**src/rtl/uart_cmd_parser.sv**
```systemverilog
// ASCII register-command parser between the uart receiver and transmitter: Waadd<CR> writes, Raa<CR> reads.
// Bus strobe one cycle after the CR. Response bytes are TX_GAP apart. Rx bytes that arrive during bus/response are dropped and flagged.
module uart_cmd_parser #(
  parameter int TX_GAP = 2816,
  parameter int GAP_W  = 12
) (
  input  logic       clk,
  input  logic       reset_,
  input  logic       rx_enable,
  input  logic [7:0] rxdata,
  output logic       tx_enable,
  output logic [7:0] txdata,
  output logic [7:0] reg_addr,
  output logic [7:0] reg_wdata,
  output logic       reg_we,
  output logic       reg_re,
  input  logic [7:0] reg_rdata,
  output logic       overrun
);

  localparam logic [7:0] CH_LF = 8'h0A;
  localparam logic [7:0] CH_CR = 8'h0D;
  localparam logic [7:0] CH_E  = 8'h45;
  localparam logic [7:0] CH_K  = 8'h4B;
  localparam logic [GAP_W-1:0] GAP_RELOAD = GAP_W'(TX_GAP - 1);

  typedef enum logic [3:0] {
    IDLE, ADDR_HI, ADDR_LO, DATA_HI, DATA_LO, WAIT_CR, DISCARD, BUS, RDWAIT, RESP
  } state_t;

  state_t           state_q;
  logic             wr_q;
  logic [7:0]       addr_q, wdata_q, txdata_q, rest0_q, rest1_q;
  logic             we_q, re_q, txen_q, ovr_q;
  logic [1:0]       rem_q;
  logic [GAP_W-1:0] gap_q;

  function automatic logic hex_ok(input logic [7:0] b);
    return (b >= 8'h30 && b <= 8'h39) || (b >= 8'h41 && b <= 8'h46) ||
           (b >= 8'h61 && b <= 8'h66);
  endfunction

  // 'A' (0x41) and 'a' (0x61) both carry 1 in the low nibble, so +9 gives 10.
  function automatic logic [3:0] hex_val(input logic [7:0] b);
    return (b <= 8'h39) ? b[3:0] : b[3:0] + 4'd9;
  endfunction

  function automatic logic [7:0] hex_chr(input logic [3:0] n);
    return (n < 4'd10) ? 8'h30 + {4'h0, n} : 8'h37 + {4'h0, n};
  endfunction

  logic rx_byte;
  assign rx_byte = rx_enable && (rxdata != CH_LF);

  always_ff @(posedge clk or negedge reset_) begin
    if (!reset_) begin
      state_q  <= IDLE;
      wr_q     <= 1'b0;
      addr_q   <= 8'h00;
      wdata_q  <= 8'h00;
      txdata_q <= 8'h00;
      rest0_q  <= 8'h00;
      rest1_q  <= 8'h00;
      we_q     <= 1'b0;
      re_q     <= 1'b0;
      txen_q   <= 1'b0;
      ovr_q    <= 1'b0;
      rem_q    <= 2'd0;
      gap_q    <= '0;
    end else begin
      we_q   <= 1'b0;
      re_q   <= 1'b0;
      txen_q <= 1'b0;
      if (rx_enable && (state_q == BUS || state_q == RDWAIT || state_q == RESP))
        ovr_q <= 1'b1;
      case (state_q)
        IDLE: if (rx_byte) begin
          if (rxdata == 8'h57 || rxdata == 8'h77) begin
            wr_q    <= 1'b1;
            state_q <= ADDR_HI;
          end else if (rxdata == 8'h52 || rxdata == 8'h72) begin
            wr_q    <= 1'b0;
            state_q <= ADDR_HI;
          end else if (rxdata != CH_CR) begin
            state_q <= DISCARD;
          end
        end
        ADDR_HI, ADDR_LO, DATA_HI, DATA_LO, DISCARD: if (rx_byte) begin
          if (rxdata == CH_CR) begin
            txen_q   <= 1'b1;
            txdata_q <= CH_E;
            rest0_q  <= CH_CR;
            rem_q    <= 2'd1;
            gap_q    <= GAP_RELOAD;
            state_q  <= RESP;
          end else if (state_q == DISCARD) begin
            state_q <= DISCARD;
          end else if (!hex_ok(rxdata)) begin
            state_q <= DISCARD;
          end else begin
            case (state_q)
              ADDR_HI: begin addr_q[7:4]  <= hex_val(rxdata); state_q <= ADDR_LO; end
              ADDR_LO: begin
                addr_q[3:0] <= hex_val(rxdata);
                state_q     <= wr_q ? DATA_HI : WAIT_CR;
              end
              DATA_HI: begin wdata_q[7:4] <= hex_val(rxdata); state_q <= DATA_LO; end
              DATA_LO: begin wdata_q[3:0] <= hex_val(rxdata); state_q <= WAIT_CR; end
              default: ;
            endcase
          end
        end
        WAIT_CR: if (rx_byte) begin
          if (rxdata == CH_CR) begin
            we_q    <= wr_q;
            re_q    <= !wr_q;
            state_q <= BUS;
          end else begin
            state_q <= DISCARD;
          end
        end
        BUS: if (wr_q) begin
          txen_q   <= 1'b1;
          txdata_q <= CH_K;
          rest0_q  <= CH_CR;
          rem_q    <= 2'd1;
          gap_q    <= GAP_RELOAD;
          state_q  <= RESP;
        end else begin
          state_q <= RDWAIT;
        end
        RDWAIT: begin
          txen_q   <= 1'b1;
          txdata_q <= hex_chr(reg_rdata[7:4]);
          rest0_q  <= hex_chr(reg_rdata[3:0]);
          rest1_q  <= CH_CR;
          rem_q    <= 2'd2;
          gap_q    <= GAP_RELOAD;
          state_q  <= RESP;
        end
        // The final countdown after the last byte lets its frame finish before new input.
        RESP: if (gap_q != '0) begin
          gap_q <= gap_q - GAP_W'(1);
        end else if (rem_q != 2'd0) begin
          txen_q   <= 1'b1;
          txdata_q <= rest0_q;
          rest0_q  <= rest1_q;
          rem_q    <= rem_q - 2'd1;
          gap_q    <= GAP_RELOAD;
        end else begin
          state_q <= IDLE;
        end
        default: state_q <= IDLE;
      endcase
    end
  end

  assign tx_enable = txen_q;
  assign txdata    = txdata_q;
  assign reg_addr  = addr_q;
  assign reg_wdata = wdata_q;
  assign reg_we    = we_q;
  assign reg_re    = re_q;
  assign overrun   = ovr_q;

endmodule

```
**config.mk**
```make
export PLATFORM = sky130hd
export DESIGN_NAME = uart_cmd_parser
export DESIGN_NICKNAME = d
export VERILOG_FILES = /design/src/rtl/uart_cmd_parser.sv
export SDC_FILE = /design/constraint.sdc
export NUM_CORES = 1
export LEC_CHECK = 0
export BUFFER_PORTS_ARGS = -buffer_cell sky130_fd_sc_hd__buf_2
export CORE_MARGIN = 2
export CORE_UTILIZATION = 40
export CTS_BUF_LIST = sky130_fd_sc_hd__clkbuf_16
export DETAILED_ROUTE_END_ITERATION = 10
export PLACE_DENSITY_LB_ADDON = 0.1
export SLEW_MARGIN = 15
export SYNTH_ARGS = -nofsm -noshare
export SYNTH_HDL_FRONTEND = slang
export SYNTH_SLANG_ARGS = --single-unit
```
**constraint.sdc**
```tcl
create_clock -name clk -period 6.7 [get_ports clk]
set_clock_uncertainty 0.2 [all_clocks]
set_input_delay 1.34 -clock clk [delete_from_list [all_inputs] [get_ports clk]]
set_output_delay 1.34 -clock clk [all_outputs]
set_load 0.02 [all_outputs]
```
==> results.py <==
metrics = {
    "synth": {
        "top_flip_flop_cell_by_instance_count_after_synthesis": "dfrtp_1",
        "synth_most_common_cell": "dfrtp_1",
        "synth_largest_type_area_fraction": 0.4320,
        "synthDistinctLibCells": 59,
        "syn-num-nets": 357,
        "synth.yosys.warnings": 0,
        "synth_seq_cells": 54,
        "netlist.top_cell.by_area": "dfrtp_1",
        "syn-mean-instance-area_sq_um": 9.479,
        "synth-edff-count": 0,
        "ys_seq_area_frac": 0.4320,
        "synth.top_cells.by_area": "dfrtp_1, mux2_1, nand2_1, ha_1, nor2_1",
        "post_synth_instance_area_sq_mm": 0.003128,
        "postSynth.asyncResetShare": 1.000,
        "syn_inst": 330,
        "ys_top_cells_by_count": "dfrtp_1, nand2_1, nor2_1, inv_1, mux2_1",
    },
    "setup_path": {
        "worst_r2r_endpoint": "txdata[2]",
        "r2r.worst_path.cells": 4,
        "reg2reg_from": "state_q[0]",
        "critical_path.endpoint_type": "flop",
        "worstPathArrival_ns": 3.40,
        "crit_fanout": 5,
        "ff2ff_setup_slack_ns": 3.77,
        "critical_path.endpoint": "reg_wdata[3]",
        "worst_ep_required_time_ns": 6.67,
        "critPathKind": "input pin to flop",
        "critPathLaunchType": "input pin",
        "critPathLaunch": "rxdata[1]",
    },
    "grt": {
        "track_usage": 0.1750,
        "antenna_found_initial": 0,
        "via_count_of_the_first_global_routing_pass": 2475,
        "grt_overflow": 0,
        "first_pass_grt_wire_length_microns": 12160,
        "largest_net_degree_at_the_start_of_global_routing": 55,
    },
    "clock_network": {
        "max-clock-path-buffers": 2,
        "postCtsResizedCells": 0,
        "clk_root_buffer_cell": "clkbuf_16",
        "clock_latency_ns": 0.29,
        "cts_tree": "built",
        "hold_buffers": 0,
        "cts_inserted_buffers": 5,
        "cts_num_sinks": 54,
        "cts.reportedPaths.clkPinSlew_ns": 0.07,
        "cts_max_level": 2,
        "post_cts_buffers": 0,
    },
    "drt": {
        "antenna_violating_nets_post_route": 0,
        "detail_route.first_pass.iterations": 4,
        "detail_route.vias_per_cell": 5.650,
        "drt_wl_total_microns": 7152,
        "drt-wirelength-per-cell_microns": 15.25,
        "drt-initial-drc-count": 133,
        "drt_drc_violations_left": 0,
        "dr_total_vias": 2650,
    },
    "layout": {
        "finalCoreUtilization": 0.4694,
        "fillerInstances": 762,
        "area_growth_syn_to_layout_pct": 14.76,
        "nets": 393,
        "post_route_cells_drive_above_1_share": 0.1744,
        "antenna_cells": 0,
    },
    "sta": {
        "slew-limit-headroom": 0.3330,
        "max_freq_mhz": 291.5,
        "min_clock_period_post_route_ns": 3.431,
        "setup_viol": 0,
        "final.period_utilization": 0.5120,
        "timing_worst_slew_pin_value_ns": 0.9961,
        "holdWs_ns": 0.2476,
        "grt_setup_unrepaired": "no",
        "final_hold_vio_count": 0,
        "slew_viol_final": 0,
        "tns_ns": 0,
    },
    "placed_design": {
        "numPortBuffers": 45,
        "dpl_wire_length_microns": 5089,
        "gp_congestion": 0.7959,
    },
    "power": {
        "power_density_mw_per_mm2": 214.5,
        "cellLeakagePower_nw": 1.628,
        "peakVddDrop_v": 0.0001024,
    },
    "die": {
        "die_h_microns": 92.43,
        "core_footprint_sq_mm": 0.007647,
        "die_w_microns": 92.43,
        "start_util": 0.4090,
        "total_die_area_sq_mm": 0.008543,
        "rows": 32,
        "ports_placed_on_the_boundary": 47,
    },
    "outcome": {
        "status": "finished, final reports clean",
    },
    "worst_hold_path": {
        "worstHoldPathType": "flop to flop",
    },
    "run": {
        "number_of_maximum_capacitance_constraint_violations": 0,
    },
}
[layer usage]
layer  up-vias  GRT usage  share of wire
li1       1292          -              -
met1      1299     0.2508           0.49
met2        55     0.2755           0.46
met3         4    0.03173          0.041
met4         0    0.04104         0.0076
met5         -          0              0
[power by group]
part | internal, mW | switching, mW | total, mW
combinational | 0.0471 | 0.0722 | 0.119
sequential | 0.346 | 0.0216 | 0.367
clock | 0.174 | 0.110 | 0.283
[area by class of cell]
cell class / instances / area, sq um / area share
multi-input cells: 238 / 1624 / 0.4524
flip-flops and latches: 54 / 1351 / 0.3764
clock inverters: 3 / 37.54 / 0.01046
clock buffers: 5 / 125.1 / 0.03486
inverters: 18 / 68.82 / 0.01917
repair buffers: 49 / 255.2 / 0.07111
well taps: 102 / 127.6 / 0.03555
[flip-flops by register name (all words and copies together), names as in the netlist]
signal and count:
gap_q 12, overrun 1, reg_addr 8, reg_re 1, reg_wdata 8, reg_we 1, rem_q 2, rest0_q 7
rest1_q 1, state_q 4, tx_enable 1, txdata 7, wr_q 1
[worst min path at each step]
stage,slack (ns),cells past startpoint,end,startpoint
after floorplan,0.24,1,rest1_q[0],rest1_q[0]
after global placement,0.24,1,overrun,overrun
after detailed placement,0.24,1,overrun,overrun
after CTS,0.25,1,overrun,overrun
after global routing,0.29,1,overrun,overrun
final,0.25,1,overrun,overrun
[through the flow]
step | setup slack (ns) | power (mW) | cells | area [sq um]
finish | 3.269 | 0.7699 | 469 | 3590
detailed placement | 2.983 | 0.4936 | 461 | 3427
floorplan | 3.378 | 0.4492 | 330 | 3128
global placement | 3.076 | 0.4919 | 461 | 3427
global route | 3.167 | 0.8126 | 469 | 3590
CTS | 3.280 | 0.7806 | 469 | 3590
[placed cells by master (no fill, tap or decap), drive strengths merged, types with 3 or more instances in the layout]
cell type,instances
dfrtp,54
nand2b,9
a221oi,3
o21bai,3
nand2,28
nor2,23
ha,8
xnor2,4
a31oi,10
clkbuf,5
or3,7
o31ai,10
nor3,5
a21o,3
o21ai,24
or2,3
nor4,8
buf,49
a211oi,3
nor4b,3
a21oi,10
mux2,18
mux2i,5
inv,19
or4,7
nand3,10
[critical path, cell delays in order]
cell and delay, ns:
buf_2 0.13, inv_1 0.09, ha_1 0.26, o21bai_1 0.14, a211oi_2 0.25, nand4_1 0.23, or4_1 0.59, mux2_1 0.36
[kinds of logic after synthesis]
family,share of synthesized area
and+or+nand+nor,0.2080
AOI/OAI and AO/OA,0.1840
DFF,0.4320
buffers and inverters,0.05080
muxes,0.08080
adders and majority gates,0.03200
xor gates and xnor gates,0.01120
other,0.001199
Power figures use the tool's default switching activity.
